`config.mk`:
```
export PLATFORM = sky130hd
export DESIGN_NAME = shift_share_arbiter
export DESIGN_NICKNAME = d
export VERILOG_FILES = /design/src/rtl/shift_pkg.sv /design/src/rtl/shift_unit_core.sv /design/src/rtl/shift_share_arbiter.sv
export SDC_FILE = /design/constraint.sdc
export NUM_CORES = 1
export LEC_CHECK = 0
export ABC_AREA = 1
export BUFFER_PORTS_ARGS = -buffer_cell sky130_fd_sc_hd__clkbuf_2
export CAP_MARGIN = 15
export CORE_MARGIN = 2
export CORE_UTILIZATION = 55
export CTS_BUF_LIST = sky130_fd_sc_hd__clkbuf_16
export DETAILED_ROUTE_END_ITERATION = 16
export PLACE_DENSITY = 0.91
export SLEW_MARGIN = 20
export SYNTH_ARGS = -nofsm -noshare
export SYNTH_HDL_FRONTEND = slang
export SYNTH_SLANG_ARGS = --single-unit
```
`constraint.sdc`:
```
create_clock -name clk -period 3.8 [get_ports clk]
set_input_delay 0.76 -clock clk [delete_from_list [all_inputs] [get_ports clk]]
set_output_delay 0.76 -clock clk [all_outputs]
set_load 0.01 [all_outputs]
```
`src/rtl/shift_pkg.sv`:
```
// Shared constants for the shift-share arbiter: op codes, output-stage state encoding
// and default datapath widths.
package shift_pkg;

  localparam int DATA_W_DEF  = 32;
  localparam int SHAMT_W_DEF = 5;

  localparam logic [1:0] OP_SLL = 2'b00;
  localparam logic [1:0] OP_SRL = 2'b01;
  localparam logic [1:0] OP_SRA = 2'b10;
  localparam logic [1:0] OP_ROL = 2'b11;

  localparam logic [0:0] ST_EMPTY = 1'b0;
  localparam logic [0:0] ST_FULL  = 1'b1;

endpackage

```
`src/rtl/shift_unit_core.sv`:
```
// Combinational shifter: SLL, SRL, SRA and op 11 (rotate-left when SHIFT_ARB_ROTATE_EN
// is defined, otherwise reserved and returning zero).
module shift_unit_core
  import shift_pkg::*;
#(
  parameter int DATA_W  = DATA_W_DEF,
  parameter int SHAMT_W = SHAMT_W_DEF
) (
  input  logic [DATA_W-1:0]  data_i,
  input  logic [SHAMT_W-1:0] shamt_i,
  input  logic [1:0]         op_i,
  output logic [DATA_W-1:0]  result_o
);

  // Op decode; a shift by DATA_W in the rotate term yields zero, so shamt=0 rotates cleanly.
  always_comb begin
    case (op_i)
      OP_SLL:  result_o = data_i << shamt_i;
      OP_SRL:  result_o = data_i >> shamt_i;
      OP_SRA:  result_o = DATA_W'($signed(data_i) >>> shamt_i);
`ifdef SHIFT_ARB_ROTATE_EN
      OP_ROL:  result_o = (data_i << shamt_i) | (data_i >> (DATA_W - int'(shamt_i)));
`else
      OP_ROL:  result_o = '0;
`endif
      default: result_o = '0;
    endcase
  end

endmodule

```
`src/rtl/shift_share_arbiter.sv`:
```
// Round-robin arbiter sharing one shift_unit_core among NUM_REQ requesters, with a
// single-entry registered result stage. Optional macro: SHIFT_ARB_ROTATE_EN.
module shift_share_arbiter
  import shift_pkg::*;
#(
  parameter int NUM_REQ = 4,
  parameter int DATA_W  = DATA_W_DEF,
  parameter int SHAMT_W = SHAMT_W_DEF,
  parameter int ID_W    = 2
) (
  input  logic                         clk,
  input  logic                         rst_n,
  input  logic [NUM_REQ-1:0]           req_valid,
  output logic [NUM_REQ-1:0]           req_ready,
  input  logic [NUM_REQ*DATA_W-1:0]    req_data,
  input  logic [NUM_REQ*SHAMT_W-1:0]   req_shamt,
  input  logic [NUM_REQ*2-1:0]         req_op,
  output logic                         rsp_valid,
  input  logic                         rsp_ready,
  output logic [DATA_W-1:0]            rsp_data,
  output logic [ID_W-1:0]              rsp_id
);

  localparam logic [ID_W:0]   NUM_REQ_L = (ID_W+1)'(NUM_REQ);
  localparam logic [ID_W-1:0] LAST_ID   = ID_W'(NUM_REQ - 1);

  logic [0:0]         state_q, state_d;
  logic [ID_W-1:0]    rr_ptr_q, rr_ptr_d;
  logic [ID_W-1:0]    rsp_id_q, rsp_id_d;
  logic [DATA_W-1:0]  rsp_data_q, rsp_data_d;

  logic [NUM_REQ-1:0] rot_s;
  logic [ID_W-1:0]    pos_s, gnt_s;
  logic [ID_W:0]      sum_s;
  logic               found_s, can_accept_s, xfer_s;
  logic [DATA_W-1:0]  sel_data_s, result_s;
  logic [SHAMT_W-1:0] sel_shamt_s;
  logic [1:0]         sel_op_s;

  // Rotate valids so rr_ptr sits at bit 0, pick the lowest set bit, then map back.
  always_comb begin
    rot_s = NUM_REQ'({req_valid, req_valid} >> rr_ptr_q);
    pos_s = '0;
    for (int k = NUM_REQ - 1; k >= 0; k--) begin
      pos_s = rot_s[k] ? ID_W'(k) : pos_s;
    end
    found_s = |rot_s;
    sum_s   = {1'b0, rr_ptr_q} + {1'b0, pos_s};
    gnt_s   = (sum_s >= NUM_REQ_L) ? ID_W'(sum_s - NUM_REQ_L) : ID_W'(sum_s);
  end

  assign can_accept_s = (state_q == ST_EMPTY) | (rsp_valid & rsp_ready);
  // rst_n gating keeps req_ready low while the block is held in reset.
  assign xfer_s       = found_s & can_accept_s & rst_n;
  assign req_ready    = xfer_s ? ({{(NUM_REQ-1){1'b0}}, 1'b1} << gnt_s) : '0;

  assign sel_data_s  = req_data[int'(gnt_s)*DATA_W +: DATA_W];
  assign sel_shamt_s = req_shamt[int'(gnt_s)*SHAMT_W +: SHAMT_W];
  assign sel_op_s    = req_op[int'(gnt_s)*2 +: 2];

  shift_unit_core #(
    .DATA_W  (DATA_W),
    .SHAMT_W (SHAMT_W)
  ) u_core (
    .data_i   (sel_data_s),
    .shamt_i  (sel_shamt_s),
    .op_i     (sel_op_s),
    .result_o (result_s)
  );

  // Next state: a transfer wins over a plain drain so back-to-back ops leave no bubble.
  always_comb begin
    state_d    = state_q;
    rr_ptr_d   = rr_ptr_q;
    rsp_id_d   = rsp_id_q;
    rsp_data_d = rsp_data_q;
    if (xfer_s) begin
      state_d    = ST_FULL;
      rsp_data_d = result_s;
      rsp_id_d   = gnt_s;
      rr_ptr_d   = (gnt_s == LAST_ID) ? '0 : gnt_s + ID_W'(1);
    end else if (rsp_valid && rsp_ready) begin
      state_d = ST_EMPTY;
    end else begin
      state_d = state_q;
    end
  end

  // Output register stage and round-robin pointer.
  always_ff @(posedge clk or negedge rst_n) begin
    if (!rst_n) begin
      state_q    <= ST_EMPTY;
      rr_ptr_q   <= '0;
      rsp_id_q   <= '0;
      rsp_data_q <= '0;
    end else begin
      state_q    <= state_d;
      rr_ptr_q   <= rr_ptr_d;
      rsp_id_q   <= rsp_id_d;
      rsp_data_q <= rsp_data_d;
    end
  end

  assign rsp_valid = (state_q == ST_FULL);
  assign rsp_data  = rsp_data_q;
  assign rsp_id    = rsp_id_q;

endmodule

```
==> flow_summary.toml <==
[run_status]
status = "finished clean"

[clocking]
h-tree-depth = 2
root_buffer = "clkbuf_16"
cts_buffers = 5
hold_buffers = 0
clockBufferDepth = 2
cts_tree = "done"
clk_latency_ns = 0.28
cts.sinks = 37
clk_pin_slew_worst_paths_ns = 0.06

[sta]
hold_viol = 0
slew_viol_final = 0
fin_ws_ns = 0.1216
max_freq_ghz = 0.2719
worst_slew_margin_rel_pct = 68.21
setup-violations-final = 0
finalCritPeriodShare_pct = 96.80
holdWs_ns = 0.4809
worstMarginPinSlew_ns = 0.4768
finalCriticalPeriod_ns = 3.678
clock_skew_ns = 0.005506

[setup_path]
cp-start-kind = "input port"
slowest_delay_ns = 0.27
critPathTopFamily = "simple AND/OR/NAND/NOR gates"
cp_data_arrival_time_ns = 3.90
required_ns = 4.02
crit_path_end_kind = "register"
cp_slowest_cell = "nand3b_1"
crit_path_max_fanout = 22
crit_path_frequent_cell = "nand2_1"
path_buf_inv = 7
worstSetupPathType = "input port to register"

[logic_synthesis]
yosysSeqAreaShare_pct = 13.13
synth_warnings = 0
syn_inst = 1321
synth_top_family_by_area = "simple AND/OR/NAND/NOR gates"
yosys.area.top_type = "nand2_1"
syn_area_per_cell_um2 = 5.336
synth_common_cells = "nand2_1, nand3_1, nor2_1"
synth-xor-area-share_pct = 0.2307
synth_top_area_share_pct = 28.91
synth_fp_nets = 1489
synth_adder_area_share_pct = 0.8875
synthMostInstantiatedCell = "nand2_1"
yosysUniqueCellTypes = 37
muxShareOfSynthArea_pct = 5.822
synth_edf_count = 0
synthTopCellsByArea = "nand2_1, nand3_1, dfrtp_1, mux2i_1, nor2_1"
synthArstFlopShare_pct = 100.0
syn_area_um2 = 7049
synth-compound-area-share_pct = 8.253
synth-simple-area-share_pct = 61.29
synthFlopType = "dfrtp_1"
ys_seq_elements = 37

[route]
routedWlPerCell_um = 16.70
dr.first_iter.drc_count = 1023
via_per_inst = 5.781
post-route-drc-count = 0
firstDrtPassIters = 6
antenna_left = 0
routed_wl_um = 28920
vias = 10012

[placed_design]
hpwl_um = 23480
numPortBuffers = 201
placed_area_um2 = 8902
dpl_worst_slack_ns = -0.2168
place_congestion = 1.008

[grt]
grt_first_pass_wirelength_um = 44570
grt_overflow = 0
grt_max_degree = 52
grt.total_usage_pct = 41.82
grt_pass1_vias = 9044
antenna_found_initial = 1

[layout]
finalNetCount = 1727
final_util_pct = 72.39
syn_to_final_growth_pct = 29.07
design_area_um2 = 9099
final_layout_size_suffix_gt1_share_pct = 25.90
diodes = 0

[floorplan]
fp.dieW_um = 117.2
fp.dieArea_um2 = 13740
core_area_um2 = 12570
start_util_pct = 56.09
fp.dieH_um = 117.2
rows = 41
ioPinCount = 202

[flow_run]
maxCapViolations = 0

[worst_hold_path]
hold_class = "register to register"
final cells by class:
cell class | instances | area, um^2
Tap cell | 172 | 215.2
Sequential cell | 37 | 927.1
Inverter | 65 | 244.0
Fill cell | 1108 | 3470
Clock buffer | 5 | 125.1
Timing Repair Buffer | 318 | 2110
Clock inverter | 3 | 17.52
Multi-Input combinational cell | 1132 | 5460
through the flow:
step           TNS [ns]  std cells
3_3_place_gp    -0.8746       1720
5_1_grt         -0.2431       1732
6_report              0       1732
3_5_place_dp     -2.912       1720
2_1_floorplan         0       1321
4_1_cts               0       1728
worst reg2reg max path, cell delays in order, from the launching register on:
cell      delay, ns
dfrtp_2        0.44
inv_2          0.08
nand2_1        0.08
nand3_1        0.07
nand2_1        0.10
nand3_1        0.09
a21boi_2       0.18
ha_4           0.23
inv_1          0.09
buf_12         0.17
nand2_1        0.11
nand2_2        0.12
nand3b_1       0.27
nand2_4        0.15
buf_12         0.18
buf_4          0.14
nand2_1        0.10
nand3_1        0.17
nand2_1        0.13
nand2_1        0.09
nor2_1         0.20
nand2_1        0.08
nand2_1        0.06
inv_1          0.05
nand3_1        0.08
nand2_1        0.06
inv_1          0.06
routing by layer:
layer | track usage, % | wire, um | vias up
li1 | - | - | 4827
met1 | 51.74 | 11020 | 4488
met2 | 69.50 | 13400 | 583
met3 | 8.187 | 3050 | 112
met4 | 20.39 | 1436 | 2
met5 | 0 | 12 | -
timing repair:
item	4_1_cts	5_1_grt
gates resized for setup	0	8
endpoints found under the setup margin	0	36
buffers inserted	0	3
registers in the layout, indices dropped and copies added (netlist names):
register   cells
rsp_data      32
rr_ptr_q       2
rsp_id         2
rsp_valid      1
final timing paths:
check | start | endpoint | slack [ns] | cells after the start
setup / recovery | req_valid[0] | rsp_data[3]$_DFFE_PN0P_ | 0.12 | 26
hold reg to reg | rsp_data[8]$_DFFE_PN0P_ | rsp_data[8]$_DFFE_PN0P_ | 0.48 | 2
hold / removal | rsp_data[8]$_DFFE_PN0P_ | rsp_data[8]$_DFFE_PN0P_ | 0.48 | 2
max in group asynchronous | rst_n | rr_ptr_q[0]$_DFFE_PN0P_ | 2.89 | 2
min in group asynchronous | rst_n | rsp_data[9]$_DFFE_PN0P_ | 0.55 | 2
setup reg to reg | rr_ptr_q[0]$_DFFE_PN0P_ | rsp_data[3]$_DFFE_PN0P_ | 0.17 | 26
placed cells by master, fill, tap and decap left out, drive strengths merged:
master / synthesis / layout
clkinvlp: 0 / 1
inv: 65 / 65
or2: 32 / 32
clkinv: 0 / 2
o211ai: 13 / 13
o21a: 6 / 6
o21ai: 67 / 67
clkbuf: 15 / 206
nand2: 555 / 556
and3: 1 / 1
nand4: 13 / 13
nand3: 313 / 313
a21boi: 4 / 4
nor3: 2 / 2
a21oi: 10 / 10
xor2: 1 / 1
nor4: 1 / 1
buf: 73 / 117
nor2: 62 / 62
ha: 5 / 5
dfrtp: 37 / 37
mux2i: 41 / 41
nand3b: 4 / 4
and2: 1 / 1
cells by family after synthesis:
kind of cell,after synthesis
AO/OA/AOI/OAI,100
flip-flops,37
buffers and inverters,153
XOR/XNOR,1
adder cells (fa/ha/maj),5
AND/OR/NAND/NOR,984
multiplexers,41
Power is left out: the tool's default activity adds up to more than one toggle a clock period on the data nets, which glitch-free logic cannot reach.
